### config.mk
export PLATFORM = sky130hd
export DESIGN_NAME = cpu_run_ctrl
export DESIGN_NICKNAME = d
export VERILOG_FILES = /design/src/rtl/cpu_run_ctrl_pkg.sv /design/src/rtl/cpu_run_ctrl_ce_tick_gen.sv /design/src/rtl/cpu_run_ctrl.sv
export SDC_FILE = /design/constraint.sdc
export NUM_CORES = 1
export LEC_CHECK = 0
export ABC_CLOCK_PERIOD_IN_PS = 4570
export BUFFER_PORTS_ARGS = -buffer_cell sky130_fd_sc_hd__clkbuf_2
export CAP_MARGIN = 20
export CORE_MARGIN = 5
export CORE_UTILIZATION = 30
export DETAILED_ROUTE_END_ITERATION = 8
export PLACE_DENSITY = 0.56
export SYNTH_ARGS = -nofsm -noshare
export SYNTH_HDL_FRONTEND = slang
export SYNTH_SLANG_ARGS = --single-unit
### constraint.sdc
create_clock -name clk -period 4.57 [get_ports clk]
set_input_delay 0.6855 -clock clk [delete_from_list [all_inputs] [get_ports clk]]
set_output_delay 0.6855 -clock clk [all_outputs]
set_load 0.02 [all_outputs]
### src/rtl/cpu_run_ctrl_pkg.sv
// Shared encodings for the board run controller: run states, speed selects and the
// bit positions of the debounced button pulses and switch levels.
package cpu_run_ctrl_pkg;

  typedef enum logic [1:0] {
    StHalt = 2'b00,
    StRun  = 2'b01,
    StStep = 2'b10,
    StCrst = 2'b11
  } run_state_e;

  typedef enum logic [1:0] {
    SpeedFull  = 2'b00,
    SpeedFast  = 2'b01,
    SpeedMid   = 2'b10,
    SpeedSlow  = 2'b11
  } speed_e;

  localparam int unsigned BtnRun  = 0;
  localparam int unsigned BtnStep = 1;
  localparam int unsigned BtnPage = 2;
  localparam int unsigned BtnCrst = 4;

  localparam int unsigned SwSpeedLo   = 0;
  localparam int unsigned SwSpeedHi   = 1;
  localparam int unsigned SwAutoPause = 2;

endpackage

### src/rtl/cpu_run_ctrl_ce_tick_gen.sv
// Free-running speed divider; tick marks the cycles on which a running core may advance.
module ce_tick_gen
  import cpu_run_ctrl_pkg::*;
#(
  parameter int unsigned DIV_W = 24
) (
  input  logic   clk,
  input  logic   rst,
  input  speed_e speed,
  output logic   tick
);

  logic [DIV_W-1:0] divider_q;

  always_ff @(posedge clk) begin
    if (rst) begin
      divider_q <= '0;
    end else begin
      divider_q <= divider_q + DIV_W'(1);
    end
  end

  // Speed is decoded combinationally so a switch change affects the very next tick.
  always_comb begin
    tick = 1'b0;
    unique case (speed)
      SpeedFull: tick = 1'b1;
      SpeedFast: tick = (divider_q[9:0] == '0);
      SpeedMid:  tick = (divider_q[DIV_W/2-1:0] == '0);
      SpeedSlow: tick = (divider_q == '0);
      default:   tick = 1'b0;
    endcase
  end

endmodule

### src/rtl/cpu_run_ctrl.sv
// Run controller for the OpenMIPS core: clock-enable generation, timed core reset,
// display-page select and executed-cycle counter.
module cpu_run_ctrl
  import cpu_run_ctrl_pkg::*;
#(
  parameter int unsigned DIV_W      = 24,
  parameter int unsigned RST_CYCLES = 16,
  parameter int unsigned NPAGES     = 6
) (
  input  logic        clk,
  input  logic        rst,
  input  logic [4:0]  btn_pulse,
  input  logic [7:0]  sw_ok,
  output logic        cpu_ce,
  output logic        cpu_rst,
  output logic [1:0]  run_state,
  output logic [2:0]  disp_sel,
  output logic [15:0] ce_count
);

  localparam int unsigned RstCntW = $clog2(RST_CYCLES + 1);
  localparam logic [RstCntW-1:0] RstLoad = RstCntW'(RST_CYCLES - 1);

  run_state_e         state_q, state_d;
  logic [RstCntW-1:0] rst_cnt_q, rst_cnt_d;
  logic               cpu_rst_q, cpu_rst_d;
  logic               cpu_ce_q, cpu_ce_d;
  logic [2:0]         disp_sel_q, disp_sel_d;
  logic [15:0]        ce_count_q, ce_count_d;
  logic               tick;

  // STEP is only reachable from HALT, so the auto-pause switch never changes the outcome.
  logic unused_inputs;
  assign unused_inputs = ^{btn_pulse[3], sw_ok[7:SwAutoPause]};

  ce_tick_gen #(
    .DIV_W(DIV_W)
  ) u_tick_gen (
    .clk  (clk),
    .rst  (rst),
    .speed(speed_e'(sw_ok[SwSpeedHi:SwSpeedLo])),
    .tick (tick)
  );

  always_comb begin
    state_d   = state_q;
    rst_cnt_d = rst_cnt_q;
    cpu_rst_d = cpu_rst_q;
    cpu_ce_d  = 1'b0;

    unique case (state_q)
      StCrst: begin
        if (btn_pulse[BtnCrst]) begin
          rst_cnt_d = RstLoad;
        end else if (rst_cnt_q == '0) begin
          state_d   = StHalt;
          cpu_rst_d = 1'b0;
        end else begin
          rst_cnt_d = rst_cnt_q - RstCntW'(1);
        end
      end
      StHalt: begin
        if (btn_pulse[BtnRun]) begin
          state_d = StRun;
        end else if (btn_pulse[BtnStep]) begin
          state_d = StStep;
        end
      end
      StRun: begin
        cpu_ce_d = tick;
        if (btn_pulse[BtnRun]) begin
          state_d = StHalt;
        end
      end
      StStep: begin
        cpu_ce_d = 1'b1;
        state_d  = StHalt;
      end
      default: state_d = StCrst;
    endcase

    // Core reset request overrides every other event and kills any pending enable.
    if (state_q != StCrst && btn_pulse[BtnCrst]) begin
      state_d   = StCrst;
      rst_cnt_d = RstLoad;
      cpu_rst_d = 1'b1;
      cpu_ce_d  = 1'b0;
    end

    ce_count_d = (state_d == StCrst) ? '0 : ce_count_q + 16'(cpu_ce_q);

    disp_sel_d = disp_sel_q;
    if (btn_pulse[BtnPage]) begin
      disp_sel_d = (disp_sel_q == 3'(NPAGES - 1)) ? '0 : disp_sel_q + 3'd1;
    end
  end

  always_ff @(posedge clk) begin
    if (rst) begin
      state_q    <= StCrst;
      rst_cnt_q  <= RstLoad;
      cpu_rst_q  <= 1'b1;
      cpu_ce_q   <= 1'b0;
      disp_sel_q <= '0;
      ce_count_q <= '0;
    end else begin
      state_q    <= state_d;
      rst_cnt_q  <= rst_cnt_d;
      cpu_rst_q  <= cpu_rst_d;
      cpu_ce_q   <= cpu_ce_d;
      disp_sel_q <= disp_sel_d;
      ce_count_q <= ce_count_d;
    end
  end

  assign cpu_ce    = cpu_ce_q;
  assign cpu_rst   = cpu_rst_q;
  assign run_state = state_q;
  assign disp_sel  = disp_sel_q;
  assign ce_count  = ce_count_q;

endmodule
==> flow_summary.yaml, run 1 <==
critical_path:
  slowest_stage: "nand4_1"
  crit_arrival_ps: 2520
  crit_chain: "inv_1, ha_1, or4b_1, o211ai_1, nand4_1, a22oi_1"
  crit_path_max_incr_delay_ps: 590
  cp.required_ps: 4780
  crit_buf_inv: 1
  cp_max_fo: 17
  startpoint_type: "flop"
  worst-setup-path-type: "reg2reg"
  critical_path.top_delay_family: "simple AND/OR/NAND/NOR gates"
  endpoint_kind: "flop"
logic_synthesis:
  yosysTopAreaCell: "dfxtp_1"
  synthArstFlopShare_pct: 0
  synth_nets: 310
  synth_area_leaders: "dfxtp_1, xnor2_1, a21oi_1"
  ys_ff_latch: 52
  synth_ff_type: "dfxtp_1"
  postSynthCellCount: 285
  synth.top_cell.area_share_pct: 41.7
  ys_seq_area_share_pct: 41.7
  synth_cell_types: 45
  syn_area_mm2: 0.00249
  avgSynthCellArea_um2: 8.75
  ys_warn_count: 0
  synth-edff-count: 0
clock_network:
  clk_pin_slew_ps: 100
  cts_buffers: 5
  cts_hold_buffers: 0
  clk_latency_ps: 310
  clk_path_buf_depth: 2
  cts_root_buf: "clkbuf_8"
  htree_num_levels: 2
  cts_tree: "done"
  postCtsSetupRepairBufs: 0
  clkSinkCount: 52
  cts_resized: 0
job:
  max-cap-violations: 0
pwr:
  seq_power_share_pct: 51.8
  powerDensity_mw_per_mm2: 334
  power_switching_share_pct: 32.2
  p_int_mw: 0.643
  comb_power_share_pct: 20.4
  p_leak_nw: 1.03
  net-switching-power_mw: 0.305
  max-vdd-ir-drop_mv: 0.223
  clkPwrFrac_pct: 27.8
global_route:
  grt_start_max_net_pins: 36
  grt-busiest-layer: "met2"
  grtUsageMet3_pct: 2.34
  use_met2_pct: 17.8
  track_usage_pct: 10.8
  antenna_found_initial: 0
  grt_use_met1_pct: 14.3
  grt_pass1_wl_um: 9200
  grt_pass1_vias: 2019
  grt-ovfl-total: 0
cells_and_area:
  syn_to_final_growth_pct: 13.7
  final_common_cell: "dfxtp_1"
  diodes: 0
  final_cell_mix: "dfxtp_1, clkbuf_2, nor2_1, a21oi_1, nand2_1"
  nets: 339
  multi_input_comb_area_mm2: 0.00137
  regArea_mm2: 0.00104
  nFillCells: 858
  layout-drive-gt1-share_pct: 15.2
floorplan:
  dieArea_mm2: 0.0102
  initial_core_util_pct: 30.5
  pin_count: 38
  coreArea_mm2: 0.00818
  dieHeight_um: 101
  die_w_um: 101
  rows: 33
timing:
  setup_viol: 0
  slew_violations: 0
  period_share_pct: 50.4
  max_slew_margin_pct: 49.1
  fin_crit_ps: 2300
  whs_ps: 489
  final_hold_viol_count: 0
  fin_skew_ps: 10.8
  fin_setup_tns_ps: 0
  rsz0062_at_grt: "false"
  setup_ws_ps: 2270
  fmax_mhz: 434
  tightest_slew_ps: 757
placement:
  port_buffers: 30
  dp.final_hpwl_um: 3830
  pre_cts_ws_ps: 1940
  gp_congestion: 0.762
detailed_routing:
  num_vias: 2106
  totalWireLength_um: 5360
  wl_per_cell_um: 12.8
  ant_nets: 0
  firstDrtPassIters: 4
  avgViaCountPerCell: 5.01
  first_iter_violations: 105
  drc: 0
run_status:
  outcome: "finished, final reports clean"
hold_path:
  holdCritPathClass: "reg2reg"
worst reg2reg max path, cell delays in order (launching register included):
cell,delay [ps]
dfxtp_1,320
inv_1,110
ha_1,160
or4b_1,490
o211ai_1,180
nand4_1,590
a22oi_1,370
power by group through the flow:
| stage | Clock, mW | Sequential, mW | Combinational, mW |
|---|---|---|---|
| 5_1_grt | 0.296 | 0.493 | 0.219 |
| 6_report | 0.263 | 0.491 | 0.194 |
| 4_1_cts | 0.280 | 0.491 | 0.197 |
| 3_3_place_gp | 0 | 0.501 | 0.194 |
| 3_5_place_dp | 0 | 0.502 | 0.197 |
| 2_1_floorplan | 0 | 0.512 | 0.122 |
routing by layer:
layer,up-vias,wire [um]
met2,22,2490
met3,4,145
li1,1097,-
met5,-,0
met4,0,56
met1,983,2670
Yosys cell counts (2+ instances only):
library cell / number
a21boi_0: 2
nor4_1: 10
o31ai_1: 7
o21ai_0: 5
xnor2_1: 16
or4b_1: 2
clkbuf_1: 5
buf_2: 2
and3_1: 3
and2_1: 2
or4_1: 7
a31o_2: 3
nor3b_1: 2
a22oi_1: 2
or3_1: 5
nor2_1: 26
inv_1: 13
nand2_1: 17
buf_1: 2
nand4_1: 7
ha_1: 10
dfxtp_1: 52
a31oi_1: 2
nand3_1: 13
nand2b_1: 3
nor2b_1: 4
a21oi_1: 25
nor3_1: 8
o211ai_1: 4
xor2_1: 11
sequential cells by signal (all words and copies together), names as in the netlist:
name,count
disp_sel,3
cpu_rst,1
rst_cnt_q,5
cpu_ce,1
run_state,2
u_tick_gen.divider_q,24
ce_count,16
through the flow:
stage               utilization, %  area, um^2  power (mW)  instances
floorplan                        -        2490       0.634        285
global placement              33.6        2750       0.695        412
detailed placement            33.6        2750       0.698        412
CTS                           34.7        2840       0.968        420
global route                  34.7        2840        1.01        420
finish                        34.7        2840       0.948        420
worst paths after layout:
kind | endpoint | start | depth (start not counted) | slack [ps]
min reg2reg | cpu_rst | cpu_rst | 2 | 490
max | ce_count[14] | rst_cnt_q[0] | 6 | 2270
max reg2reg | ce_count[14] | rst_cnt_q[0] | 6 | 2270
min | cpu_rst | cpu_rst | 2 | 490
final cells by class:
type                            count  area share [%]
Clock buffer                        6            2.56
Inverter                           13            1.72
Multi-Input combinational cell    211            48.2
Clock inverter                      2           0.574
Tap cell                          105            4.63
Timing Repair Buffer               31            5.56
Sequential cell                    52            36.7
cell families after synthesis:
family | count (synthesis) | share of synthesized area (%)
AO/OA/AOI/OAI | 56 | 14.1
adder cells (fa/ha/maj) | 10 | 5.02
flip-flops | 52 | 41.7
XOR/XNOR | 27 | 9.48
AND/OR/NAND/NOR | 117 | 25.8
multiplexers | 1 | 0.452
buffers and inverters | 22 | 3.41
No activity file was read; power rests on OpenSTA's default activity.
==> run 2: changes to the inputs <==
--- a/config.mk
+++ b/config.mk
@@ -5,7 +5,7 @@
 export SDC_FILE = /design/constraint.sdc
 export NUM_CORES = 1
 export LEC_CHECK = 0
-export ABC_CLOCK_PERIOD_IN_PS = 4570
+export ABC_CLOCK_PERIOD_IN_PS = 2200
 export BUFFER_PORTS_ARGS = -buffer_cell sky130_fd_sc_hd__clkbuf_2
 export CAP_MARGIN = 20
 export CORE_MARGIN = 5
==> constraint.sdc (replaced) <==
create_clock -name clk -period 2.2 [get_ports clk]
set_input_delay 0.33 -clock clk [delete_from_list [all_inputs] [get_ports clk]]
set_output_delay 0.33 -clock clk [all_outputs]
set_load 0.02 [all_outputs]
==> run 2 against run 1 <==
  * Sequential power is 110% higher
  * Sequential cell count stayed put
  * Worst setup slack worse by 2100 ps
  * Clock skew is 0.68 ps lower
  * Final cell count is 1.4% higher
  * Routed wire length hardly changed
  * Via count is 0.38% higher
  * Largest power group unchanged
==> flow_summary.yaml, run 2 (same netlist as run 1, synthesis figures left out) <==
critical_path:
  startpoint_type: "flop"
  crit_cells: 4
  rrSetupSlack_ps: 210
  crit_top_cell: "or4_1"
  crit_path_max_incr_delay_ps: 650
  endpoint_kind: "flop"
  crit_arrival_ps: 2240
  cp.required_ps: 2450
  crit_buf_inv: 0
  r2r_cells: 4
  cp_max_fo: 8
  slowest_stage: "or4_1"
  critical_path.top_delay_family: "simple AND/OR/NAND/NOR gates"
  crit_chain: "nand4_2, or4_1, or4_1, a21oi_1"
  worst-setup-path-type: "reg2reg"
pwr:
  p_int_mw: 1.51
  power_switching_share_pct: 30.2
  seq_power_share_pct: 47.0
  p_leak_nw: 1.08
  max-vdd-ir-drop_mv: 0.441
  net-switching-power_mw: 0.653
  clkPwrFrac_pct: 32.3
  power.total_mw: 2.16
  powerDensity_mw_per_mm2: 742
  comb_power_share_pct: 20.6
timing:
  final_hold_viol_count: 0
  fmax_mhz: 502
  rsz0062_at_grt: "false"
  fin_skew_ps: 10.1
  whs_ps: 288
  fin_setup_tns_ps: 0
  setup_viol: 0
  tightest_slew_ps: 467
  max_slew_margin_pct: 68.6
  setup_ws_ps: 208
  slew_violations: 0
  fin_crit_ps: 1990
  period_share_pct: 90.5
floorplan:
  dieHeight_um: 101
  coreArea_mm2: 0.00818
  dieArea_mm2: 0.0102
  die_w_um: 101
  initial_core_util_pct: 30.5
  rows: 33
  pin_count: 38
placement:
  dp.final_hpwl_um: 3870
  gp_congestion: 0.797
  dpl_cell_area_mm2: 0.00279
  port_buffers: 30
  pre_cts_ws_ps: 213
global_route:
  antenna_found_initial: 0
  track_usage_pct: 10.9
  grt-ovfl-total: 0
  grt_start_max_net_pins: 34
  grt_pass1_wl_um: 9100
  grt_pass1_vias: 1944
detailed_routing:
  wl_per_cell_um: 12.6
  drc: 0
  avgViaCountPerCell: 4.96
  met2_length_um: 2420
  ant_nets: 0
  num_vias: 2114
  wl_met3_um: 146
  firstDrtPassIters: 5
  wl_met1_um: 2720
  first_iter_violations: 105
  top_layer_used: "met4"
  totalWireLength_um: 5370
job:
  max-cap-violations: 0
clock_network:
  htree_num_levels: 2
  cts_resized: 0
  cts_tree: "done"
  clkSinkCount: 52
  clk_pin_slew_ps: 100
  cts_hold_buffers: 0
  clk_latency_ps: 310
  cts_root_buf: "clkbuf_8"
  clk_path_buf_depth: 2
  postCtsSetupRepairBufs: 0
  cts_buffers: 5
cells_and_area:
  final_common_cell: "dfxtp_1"
  layout-drive-gt1-share_pct: 17.1
  syn_to_final_growth_pct: 16.8
  fin_area_mm2: 0.00291
  final_cell_mix: "dfxtp_1, clkbuf_2, nor2_1, a21oi_1, nand2_1"
  largest_reg_flops: 24
  diodes: 0
  nets: 345
  top_register: "u_tick_gen.divider_q"
run_status:
  outcome: "finished, final reports clean"
hold_path:
  holdCritPathClass: "in2reg"
  min_path_cells: 3
==> run 2: changes by cell type in the layout (fill, tap and decap cells not counted) <==
cell	before	now
buf_4	1	7
clkbuf_1	1	0
clkinvlp_4	1	0
bufinv_16	0	1
clkbuf_8	5	6
==> run 2: per-stage QoR <==
step           util [%]  std cells
2_1_floorplan         -        285
3_3_place_gp       34.1        418
3_5_place_dp       34.1        418
4_1_cts            35.6        426
5_1_grt            35.6        426
6_report           35.6        426
==> run 2: final timing paths <==
kind,start,endpoint
setup / recovery,u_tick_gen.divider_q[5],u_tick_gen.divider_q[21]
hold / removal,btn_pulse[2],disp_sel[0]
setup reg to reg,u_tick_gen.divider_q[5],u_tick_gen.divider_q[21]
hold reg to reg,cpu_rst,cpu_rst
==> run 2: power by group through the flow <==
stage	logic (mW)	registers (mW)	clock network, mW
after floorplan	0.253	1.06	0
after global placement	0.437	1.04	0
after detailed placement	0.440	1.04	0
after CTS	0.443	1.02	0.722
after global routing	0.489	1.02	0.759
final	0.446	1.02	0.699
==> run 2: layout make-up <==
class                      count  area (um^2)
clock buffer                   6         82.6
clock inverter                 2         38.8
fill                         872         5260
inverter                      13         48.8
multi-input combinational    211         1370
sequential                    52         1040
tap                          105          131
timing repair buffer          37          203
==> run 2: layer usage <==
layer	up-vias	global-route usage [%]
met5	-	0
met4	0	3.99
met3	6	2.34
met2	28	16.6
met1	982	15.1
li1	1098	-
==> run 2: worst register-to-register path, stage by stage, from the launching register on <==
cell	delay (ps)
dfxtp_1	440
nand4_2	200
or4_1	650
or4_1	510
a21oi_1	150
==> run 3: changes to the inputs <==
--- a/config.mk
+++ b/config.mk
@@ -8,10 +8,12 @@
 export ABC_CLOCK_PERIOD_IN_PS = 2200
 export BUFFER_PORTS_ARGS = -buffer_cell sky130_fd_sc_hd__clkbuf_2
 export CAP_MARGIN = 20
+export CELL_PAD_IN_SITES_DETAIL_PLACEMENT = 1
+export CELL_PAD_IN_SITES_GLOBAL_PLACEMENT = 1
 export CORE_MARGIN = 5
 export CORE_UTILIZATION = 30
 export DETAILED_ROUTE_END_ITERATION = 8
-export PLACE_DENSITY = 0.56
+export PLACE_DENSITY = 0.67
 export SYNTH_ARGS = -nofsm -noshare
 export SYNTH_HDL_FRONTEND = slang
 export SYNTH_SLANG_ARGS = --single-unit
==> run 3 against run 2 <==
  * Via count is 3.1% higher
  * Hold slack better by 3.4 ps
  * Total power down 5.8%
  * Worst setup slack got worse by 61 ps
  * Cell area down 0.94%
  * Largest cell class unchanged
  * Largest power group unchanged
==> flow_summary.yaml, run 3 (same netlist as run 1, synthesis figures left out) <==
detailed_routing:
  avgViaCountPerCell: 5.12
  ant_nets: 0
  first_iter_violations: 67
  totalWireLength_um: 5960
  wl_per_cell_um: 14.0
  num_vias: 2180
  firstDrtPassIters: 4
  drc: 0
cells_and_area:
  diodes: 0
  syn_to_final_growth_pct: 15.7
  top_register: "u_tick_gen.divider_q"
  largest_reg_flops: 24
  nets: 345
  final_common_cell: "dfxtp_1"
  layout-drive-gt1-share_pct: 17.1
  final_cell_mix: "dfxtp_1, clkbuf_2, nor2_1, a21oi_1, nand2_1"
  fin_area_mm2: 0.00289
critical_path:
  r2r_cells: 4
  critPathCapture: "u_tick_gen.divider_q[17]"
  worst-setup-path-type: "reg2reg"
  rr_endpoint: "u_tick_gen.divider_q[17]"
  crit_arrival_ps: 2290
  rrSetupSlack_ps: 150
  cp.required_ps: 2430
  timing.rr.start: "u_tick_gen.divider_q[3]"
  endpoint_kind: "flop"
  cp_max_fo: 8
  worstSetupStartpoint: "u_tick_gen.divider_q[3]"
  startpoint_type: "flop"
pwr:
  power.total_mw: 2.04
  powerDensity_mw_per_mm2: 706
  p_leak_nw: 1.06
  max-vdd-ir-drop_mv: 0.492
timing:
  setup_viol: 0
  period_share_pct: 93.3
  fmax_mhz: 487
  fin_skew_ps: 13.2
  slew_violations: 0
  fin_crit_ps: 2050
  final_hold_viol_count: 0
  rsz0062_at_grt: "false"
  fin_setup_tns_ps: 0
  max_slew_margin_pct: 67.1
  tightest_slew_ps: 489
global_route:
  track_usage_pct: 12.7
  antenna_found_initial: 0
  grt_pass1_vias: 2322
  grt-ovfl-total: 0
  grt_start_max_net_pins: 34
  grt_pass1_wl_um: 10600
floorplan:
  initial_core_util_pct: 30.5
  rows: 33
  coreArea_mm2: 0.00818
  dieHeight_um: 101
  die_w_um: 101
  pin_count: 38
  dieArea_mm2: 0.0102
placement:
  dpl_cell_area_mm2: 0.00279
  gp_congestion: 0.757
  dp.final_hpwl_um: 4480
  port_buffers: 30
clock_network:
  clk_path_buf_depth: 2
  cts_tree: "done"
  clkSinkCount: 52
  cts_hold_buffers: 0
  cts_buffers: 5
  postCtsSetupRepairBufs: 0
  clk_pin_slew_ps: 100
  cts_resized: 0
  clk_latency_ps: 310
  htree_num_levels: 2
  cts_root_buf: "clkbuf_8"
run_status:
  outcome: "finished, final reports clean"
job:
  max-cap-violations: 0
hold_path:
  holdCritPathClass: "in2reg"
==> run 3: changes by cell type in the layout (fill, tap and decap cells not counted) <==
cell	previous run	this run
clkinv_4	1	0
clkbuf_8	6	5
clkinvlp_4	0	1
bufinv_16	1	0
inv_6	0	2
==> run 3: stage by stage <==
stage                     utilization, %  instances  hold slack (ps)  setup WS [ps]
after floorplan                        -        285              409            310
after global placement              34.1        418              447            237
after detailed placement            34.1        418              466            149
after CTS                           35.3        426              290            112
after global routing                35.3        426              316           3.62
final                               35.3        426              291            147
==> run 3: routing by layer <==
layer / GRT usage, % / share of wire [%] / up-vias / wire (um)
met1: 15.9 / 47 / 1048 / 2830
met2: 21.7 / 48 / 31 / 2870
li1: - / - / 1099 / -
met4: 3.89 / 0.76 / 0 / 45
met3: 2.75 / 3.6 / 2 / 215
met5: 0 / 0 / - / 0
==> run 3: how the worst min path moves through the flow <==
stage / slack [ps] / cells after the start / end / start
after floorplan: 410 / 1 / rst_cnt_q[4] / btn_pulse[4]
after global placement: 450 / 2 / cpu_rst / cpu_rst
after detailed placement: 470 / 2 / cpu_rst / cpu_rst
after CTS: 290 / 3 / disp_sel[0] / btn_pulse[2]
after global routing: 320 / 3 / disp_sel[0] / btn_pulse[2]
final: 290 / 3 / disp_sel[0] / btn_pulse[2]
==> run 3: area by class of cell <==
cell class	instances	area, um^2
Sequential cell	52	1040
Clock buffer	5	68.8
Clock inverter	3	25.0
Inverter	13	48.8
Timing Repair Buffer	37	203
Multi-Input combinational cell	211	1370
Fill cell	1005	5290
Tap cell	105	131
==> run 3: worst max-delay path, stage by stage, from the launching register on <==
cell	delay [ps]
dfxtp_1	460
nand3_2	170
or4_1	680
or4_1	520
a21oi_1	160
==> run 3: power by group <==
| group | switching [mW] | internal [mW] | total, mW |
|---|---|---|---|
| clock network | 0.341 | 0.233 | 0.573 |
| logic | 0.285 | 0.158 | 0.444 |
| registers | 0.0411 | 0.978 | 1.02 |
| total | 0.667 | 1.37 | 2.04 |
